$ cat src/rtl/id_ex_stage_pkg.sv
// Shared constants and the control bundle carried through the ID/EX register.
package id_ex_stage_pkg;

    localparam logic [2:0] ALU_ADD = 3'b000;
    localparam logic [2:0] ALU_SUB = 3'b001;
    localparam logic [2:0] ALU_AND = 3'b010;
    localparam logic [2:0] ALU_OR  = 3'b011;
    localparam logic [2:0] ALU_SLT = 3'b101;

    localparam logic [1:0] RES_ALU = 2'b00;
    localparam logic [1:0] RES_MEM = 2'b01;
    localparam logic [1:0] RES_PC4 = 2'b10;

    localparam logic [1:0] FWD_REG = 2'b00;
    localparam logic [1:0] FWD_WB  = 2'b01;
    localparam logic [1:0] FWD_MEM = 2'b10;

    typedef struct packed {
        logic       reg_write;
        logic       mem_write;
        logic       branch;
        logic       jump;
        logic       alu_src;
        logic [1:0] result_src;
        logic [2:0] alu_control;
    } id_ex_ctrl_t;

endpackage

$ cat src/rtl/id_ex_stage_fwd_select.sv
// Operand forwarding for one source register: MEM beats WB beats the
// register-file value, and x0 is never forwarded.
module fwd_select
    import id_ex_stage_pkg::*;
#(
    parameter int unsigned XLEN = 32,
    parameter int unsigned REGW = 5
) (
    input  logic [REGW-1:0] rs,
    input  logic [REGW-1:0] rd_m,
    input  logic [REGW-1:0] rd_w,
    input  logic            reg_write_m,
    input  logic            reg_write_w,
    input  logic [XLEN-1:0] reg_val,
    input  logic [XLEN-1:0] alu_result_m,
    input  logic [XLEN-1:0] result_w,
    output logic [XLEN-1:0] fwd_val
);

    logic [1:0] sel;

    always_comb begin
        sel = FWD_REG;
        if (reg_write_m && (rd_m == rs) && (rs != '0)) begin
            sel = FWD_MEM;
        end else if (reg_write_w && (rd_w == rs) && (rs != '0)) begin
            sel = FWD_WB;
        end
    end

    always_comb begin
        fwd_val = reg_val;
        unique case (sel)
            FWD_MEM: fwd_val = alu_result_m;
            FWD_WB:  fwd_val = result_w;
            default: fwd_val = reg_val;
        endcase
    end

endmodule

$ cat src/rtl/id_ex_stage.sv
// ID/EX pipeline register with stall/flush, operand forwarding from MEM/WB,
// branch target computation and redirect resolution.
module id_ex_stage
    import id_ex_stage_pkg::*;
#(
    parameter int unsigned XLEN = 32,
    parameter int unsigned REGW = 5
) (
    input  logic            clk,
    input  logic            rst,
    input  logic            stall_e,
    input  logic            flush_e,
    input  logic [XLEN-1:0] rd1_d,
    input  logic [XLEN-1:0] rd2_d,
    input  logic [XLEN-1:0] imm_ext_d,
    input  logic [XLEN-1:0] pc_d,
    input  logic [XLEN-1:0] pc_plus4_d,
    input  logic [REGW-1:0] rs1_d,
    input  logic [REGW-1:0] rs2_d,
    input  logic [REGW-1:0] rd_d,
    input  logic            reg_write_d,
    input  logic            mem_write_d,
    input  logic            branch_d,
    input  logic            jump_d,
    input  logic            alu_src_d,
    input  logic [1:0]      result_src_d,
    input  logic [2:0]      alu_control_d,
    input  logic [REGW-1:0] rd_m,
    input  logic [REGW-1:0] rd_w,
    input  logic            reg_write_m,
    input  logic            reg_write_w,
    input  logic [XLEN-1:0] alu_result_m,
    input  logic [XLEN-1:0] result_w,
    input  logic            zero_e,
    output logic [XLEN-1:0] src_a_e,
    output logic [XLEN-1:0] src_b_e,
    output logic [2:0]      alu_control_e,
    output logic [XLEN-1:0] write_data_e,
    output logic [REGW-1:0] rd_e,
    output logic [REGW-1:0] rs1_e,
    output logic [REGW-1:0] rs2_e,
    output logic            reg_write_e,
    output logic            mem_write_e,
    output logic [1:0]      result_src_e,
    output logic [XLEN-1:0] pc_plus4_e,
    output logic [XLEN-1:0] pc_target_e,
    output logic            pc_src_e
);

    id_ex_ctrl_t     ctrl_in, ctrl_q;
    logic [XLEN-1:0] rd1_q, rd2_q, imm_q, pc_q, pc_plus4_q;
    logic [REGW-1:0] rs1_q, rs2_q, rd_q;

    assign ctrl_in = '{
        reg_write:   reg_write_d,
        mem_write:   mem_write_d,
        branch:      branch_d,
        jump:        jump_d,
        alu_src:     alu_src_d,
        result_src:  result_src_d,
        alu_control: alu_control_d
    };

    // Data fields are cleared on flush too, so a bubble never carries stale operands.
    always_ff @(posedge clk) begin
        if (rst || flush_e) begin
            ctrl_q     <= '0;
            rd1_q      <= '0;
            rd2_q      <= '0;
            imm_q      <= '0;
            pc_q       <= '0;
            pc_plus4_q <= '0;
            rs1_q      <= '0;
            rs2_q      <= '0;
            rd_q       <= '0;
        end else if (!stall_e) begin
            ctrl_q     <= ctrl_in;
            rd1_q      <= rd1_d;
            rd2_q      <= rd2_d;
            imm_q      <= imm_ext_d;
            pc_q       <= pc_d;
            pc_plus4_q <= pc_plus4_d;
            rs1_q      <= rs1_d;
            rs2_q      <= rs2_d;
            rd_q       <= rd_d;
        end
    end

    fwd_select #(
        .XLEN (XLEN),
        .REGW (REGW)
    ) u_fwd_a (
        .rs           (rs1_q),
        .rd_m         (rd_m),
        .rd_w         (rd_w),
        .reg_write_m  (reg_write_m),
        .reg_write_w  (reg_write_w),
        .reg_val      (rd1_q),
        .alu_result_m (alu_result_m),
        .result_w     (result_w),
        .fwd_val      (src_a_e)
    );

    fwd_select #(
        .XLEN (XLEN),
        .REGW (REGW)
    ) u_fwd_b (
        .rs           (rs2_q),
        .rd_m         (rd_m),
        .rd_w         (rd_w),
        .reg_write_m  (reg_write_m),
        .reg_write_w  (reg_write_w),
        .reg_val      (rd2_q),
        .alu_result_m (alu_result_m),
        .result_w     (result_w),
        .fwd_val      (write_data_e)
    );

    assign src_b_e       = ctrl_q.alu_src ? imm_q : write_data_e;
    assign alu_control_e = ctrl_q.alu_control;
    assign rd_e          = rd_q;
    assign rs1_e         = rs1_q;
    assign rs2_e         = rs2_q;
    assign reg_write_e   = ctrl_q.reg_write;
    assign mem_write_e   = ctrl_q.mem_write;
    assign result_src_e  = ctrl_q.result_src;
    assign pc_plus4_e    = pc_plus4_q;
    assign pc_target_e   = pc_q + imm_q;
    assign pc_src_e      = (ctrl_q.branch & zero_e) | ctrl_q.jump;

endmodule

$ cat config.mk
export PLATFORM = sky130hd
export DESIGN_NAME = id_ex_stage
export DESIGN_NICKNAME = d
export VERILOG_FILES = /design/src/rtl/id_ex_stage_pkg.sv /design/src/rtl/id_ex_stage_fwd_select.sv /design/src/rtl/id_ex_stage.sv
export SDC_FILE = /design/constraint.sdc
export NUM_CORES = 1
export LEC_CHECK = 0
export BUFFER_PORTS_ARGS = -buffer_cell sky130_fd_sc_hd__buf_2
export CELL_PAD_IN_SITES_DETAIL_PLACEMENT = 1
export CELL_PAD_IN_SITES_GLOBAL_PLACEMENT = 2
export CORE_ASPECT_RATIO = 1.2
export CORE_MARGIN = 5
export CORE_UTILIZATION = 29
export DETAILED_ROUTE_END_ITERATION = 10
export PLACE_DENSITY_LB_ADDON = 0.1
export SYNTH_ARGS = -nofsm -noshare
export SYNTH_HDL_FRONTEND = slang
export SYNTH_SLANG_ARGS = --single-unit
export TNS_END_PERCENT = 1
$ cat constraint.sdc
create_clock -name clk -period 7.3 [get_ports clk]
set_clock_uncertainty 0.1 [all_clocks]
set_input_delay 1.095 -clock clk [delete_from_list [all_inputs] [get_ports clk]]
set_output_delay 1.095 -clock clk [all_outputs]
set_load 0.02 [all_outputs]
==> impl_metrics.yaml <==
timing:
  fin_tns_setup_ns: 0
  period_needed_ns: 4.69
  maxSlewHeadroom_pct: 33.7
  max_freq_mhz: 213
  drv_slew: 0
  finalSetupViolCount: 0
  rsz0062_at_grt: "no"
  worst_pin_slew_ns: 0.995
  fin_hold_ws_ns: 0.394
  timing.final.ws_setup_ns: 2.61
  hold_violations: 0
  period_share_pct: 64.3
placement:
  place_area_um2: 12700
  hpwlAfterDp_mm: 33.1
  dp_slack_ns: 2.83
  portBuffers: 448
  placedCellCount: 1975
  gp_congestion: 0.830
logic_synthesis:
  avgSynthCellArea_um2: 8.97
  ys_ff_latch: 185
  synth_nets: 1427
  synth_edf_count: 0
  synth_cell_types: 53
  ys.flop_type: "dfxtp_1"
  seq_area_frac_synth_pct: 36.6
  async_reset_ff_share_pct: 0
  postSynthCellCount: 1129
  syn-cell-area_um2: 10100
  synth.yosys.warnings: 0
route:
  vias: 9612
  drt-total-wl_mm: 41.8
  vias_per_cell: 4.78
  ant_nets: 0
  drcViolationCount: 0
  avgRoutedWirePerCell_um: 20.8
  drt-pass1-iter-count: 4
  drt_iter0_drc: 386
die:
  io_pins: 449
  coreArea_um2: 34700
  num_rows: 75
  dieWidth_um: 181
  die_h_um: 215
  die-area_um2: 38800
  start_util_pct: 29.2
worst_setup_path:
  crit_fanout: 3
  endpoint_kind: "output port"
  startpoint_type: "flop"
  required_ns: 6.11
  cp.arrival_ns: 3.50
  path_class: "flop to output port"
finish:
  drive_above_1_share_pct: 34.5
  final_util_pct: 38.3
  design_area_um2: 13300
  area_growth_pct: 31.5
  final_cells: 2011
  nNetsFinal: 1830
global_route:
  use_met3_pct: 6.17
  grt_max_degree: 95
  grt_pass1_vias: 10300
  grtUsageMet1_pct: 23.9
  grt_first_pass_wirelength_mm: 62.9
  grt.busiest_layer: "met2"
  antenna_found_initial: 16
  grtUsageTotal_pct: 20.9
  grt_overflow_total: 0
  use_met2_pct: 37.9
clock_network:
  cts_buffer_depth: 2
  clock_latency_ns: 0.45
  postCtsSetupRepairBufs: 0
  clk_pin_slew_worst_paths_ns: 0.07
  clockRootBuffer: "clkbuf_16"
  cts_tree: "yes"
  cts.htree.levels: 4
  ctsHoldBuffers: 0
  numCtsBuffers: 17
  cts_resized: 0
  cts.sinks: 185
min_path:
  min_path_type: "flop to flop"
job:
  drv_cap: 0
pwr:
  power.density_nw_per_um2: 181
  p_leak_nw: 6.54
  peakVddDrop_mv: 0.141
  p_total_mw: 2.40
outcome:
  status: "complete, no violations"
path summary, 6_finish.rpt:
path	slack, ns	from	cells past startpoint	endpoint
min	0.39	pc_plus4_e[10]$_SDFFE_PP0N_	2	pc_plus4_e[10]$_SDFFE_PP0N_
max reg2reg	5.84	ctrl_q[5]$_SDFFE_PP0N_	2	ctrl_q[5]$_SDFFE_PP0N_
max	2.61	imm_q[0]$_SDFFE_PP0N_	10	pc_target_e[26]
min reg2reg	0.39	pc_plus4_e[10]$_SDFFE_PP0N_	2	pc_plus4_e[10]$_SDFFE_PP0N_
cell usage in the layout, fill, tap and decap left out, types with 5 or more instances in the layout:
cell type,instances
buf_2,447
mux2i_1,249
nor2_1,202
dfxtp_1,184
nand2_1,87
o21ai_0,51
mux2_2,31
ha_1,31
o21ai_1,30
xnor2_1,26
a21oi_1,26
xor2_1,22
clkbuf_16,17
a21o_1,15
nor3_1,9
nand4_1,8
nand3_1,8
inv_1,8
buf_4,8
o21a_1,5
cell families after synthesis:
| family | Yosys count | synth area share [%] |
|---|---|---|
| AOI/OAI and AO/OA | 158 | 9.30 |
| xor gates and xnor gates | 48 | 4.15 |
| adders and majority gates | 32 | 4.03 |
| buffers and inverters | 81 | 3.47 |
| DFF | 185 | 36.6 |
| muxes | 281 | 28.2 |
| and+or+nand+nor | 344 | 14.3 |
layout make-up:
type	count	area [µm²]
multi-input combinational	863	6090
sequential	185	3700
antenna	4	10.0
tap	462	578
fill	4208	21400
clock inverter	10	93.8
timing repair buffer	457	2330
inverter	8	30.0
clock buffer	22	474
cell usage after synthesis, drive strengths merged, types with 5 or more instances:
| library cell | count | area share [%] |
|---|---|---|
| a21o | 15 | 1.1 |
| a21oi | 26 | 1.3 |
| a221oi | 5 | 0.49 |
| buf | 34 | 1.7 |
| clkbuf | 39 | 1.4 |
| dfxtp | 185 | 37 |
| ha | 31 | 3.8 |
| inv | 8 | 0.30 |
| mux2 | 32 | 3.6 |
| mux2i | 249 | 25 |
| nand2 | 87 | 3.2 |
| nand3 | 8 | 0.40 |
| nand4 | 8 | 0.49 |
| nor2 | 205 | 7.7 |
| nor3 | 9 | 0.44 |
| o21a | 5 | 0.37 |
| o21ai | 81 | 4.0 |
| or2 | 5 | 0.31 |
| xnor2 | 26 | 2.2 |
| xor2 | 22 | 1.9 |
routing by layer:
layer  routed length, µm  part of all wire (%)
met5                 168                  0.40
met4                 687                   1.6
met3                2530                   6.0
met2               21400                    51
met1               16900                    41
report_power, final:
part / switching [mW] / internal, mW / leakage (nW) / total, mW
clock network: 0.436 / 0.498 / 0.273 / 0.934
registers: 0.0289 / 1.04 / 1.51 / 1.07
logic: 0.226 / 0.173 / 4.76 / 0.399
state kept, by name, summed over array words and instances (netlist names):
signal         flops
reg_write_e        1
mem_write_e        1
rd1_q             32
alu_control_e      3
rs1_e              5
ctrl_q             3
rs2_e              5
rd2_q             32
pc_plus4_e        32
rd_e               5
result_src_e       2
pc_q              32
imm_q             32
worst max-delay path, cell delays in order, from the launching register on:
cell,delay (ns)
dfxtp_1,0.37
ha_1,0.25
fa_1,0.42
a21o_1,0.24
a22oi_1,0.20
a221oi_1,0.18
a21oi_1,0.35
o21ai_0,0.22
a221oi_1,0.37
xnor2_1,0.21
buf_2,0.22
(Power assumes the default switching activity.)
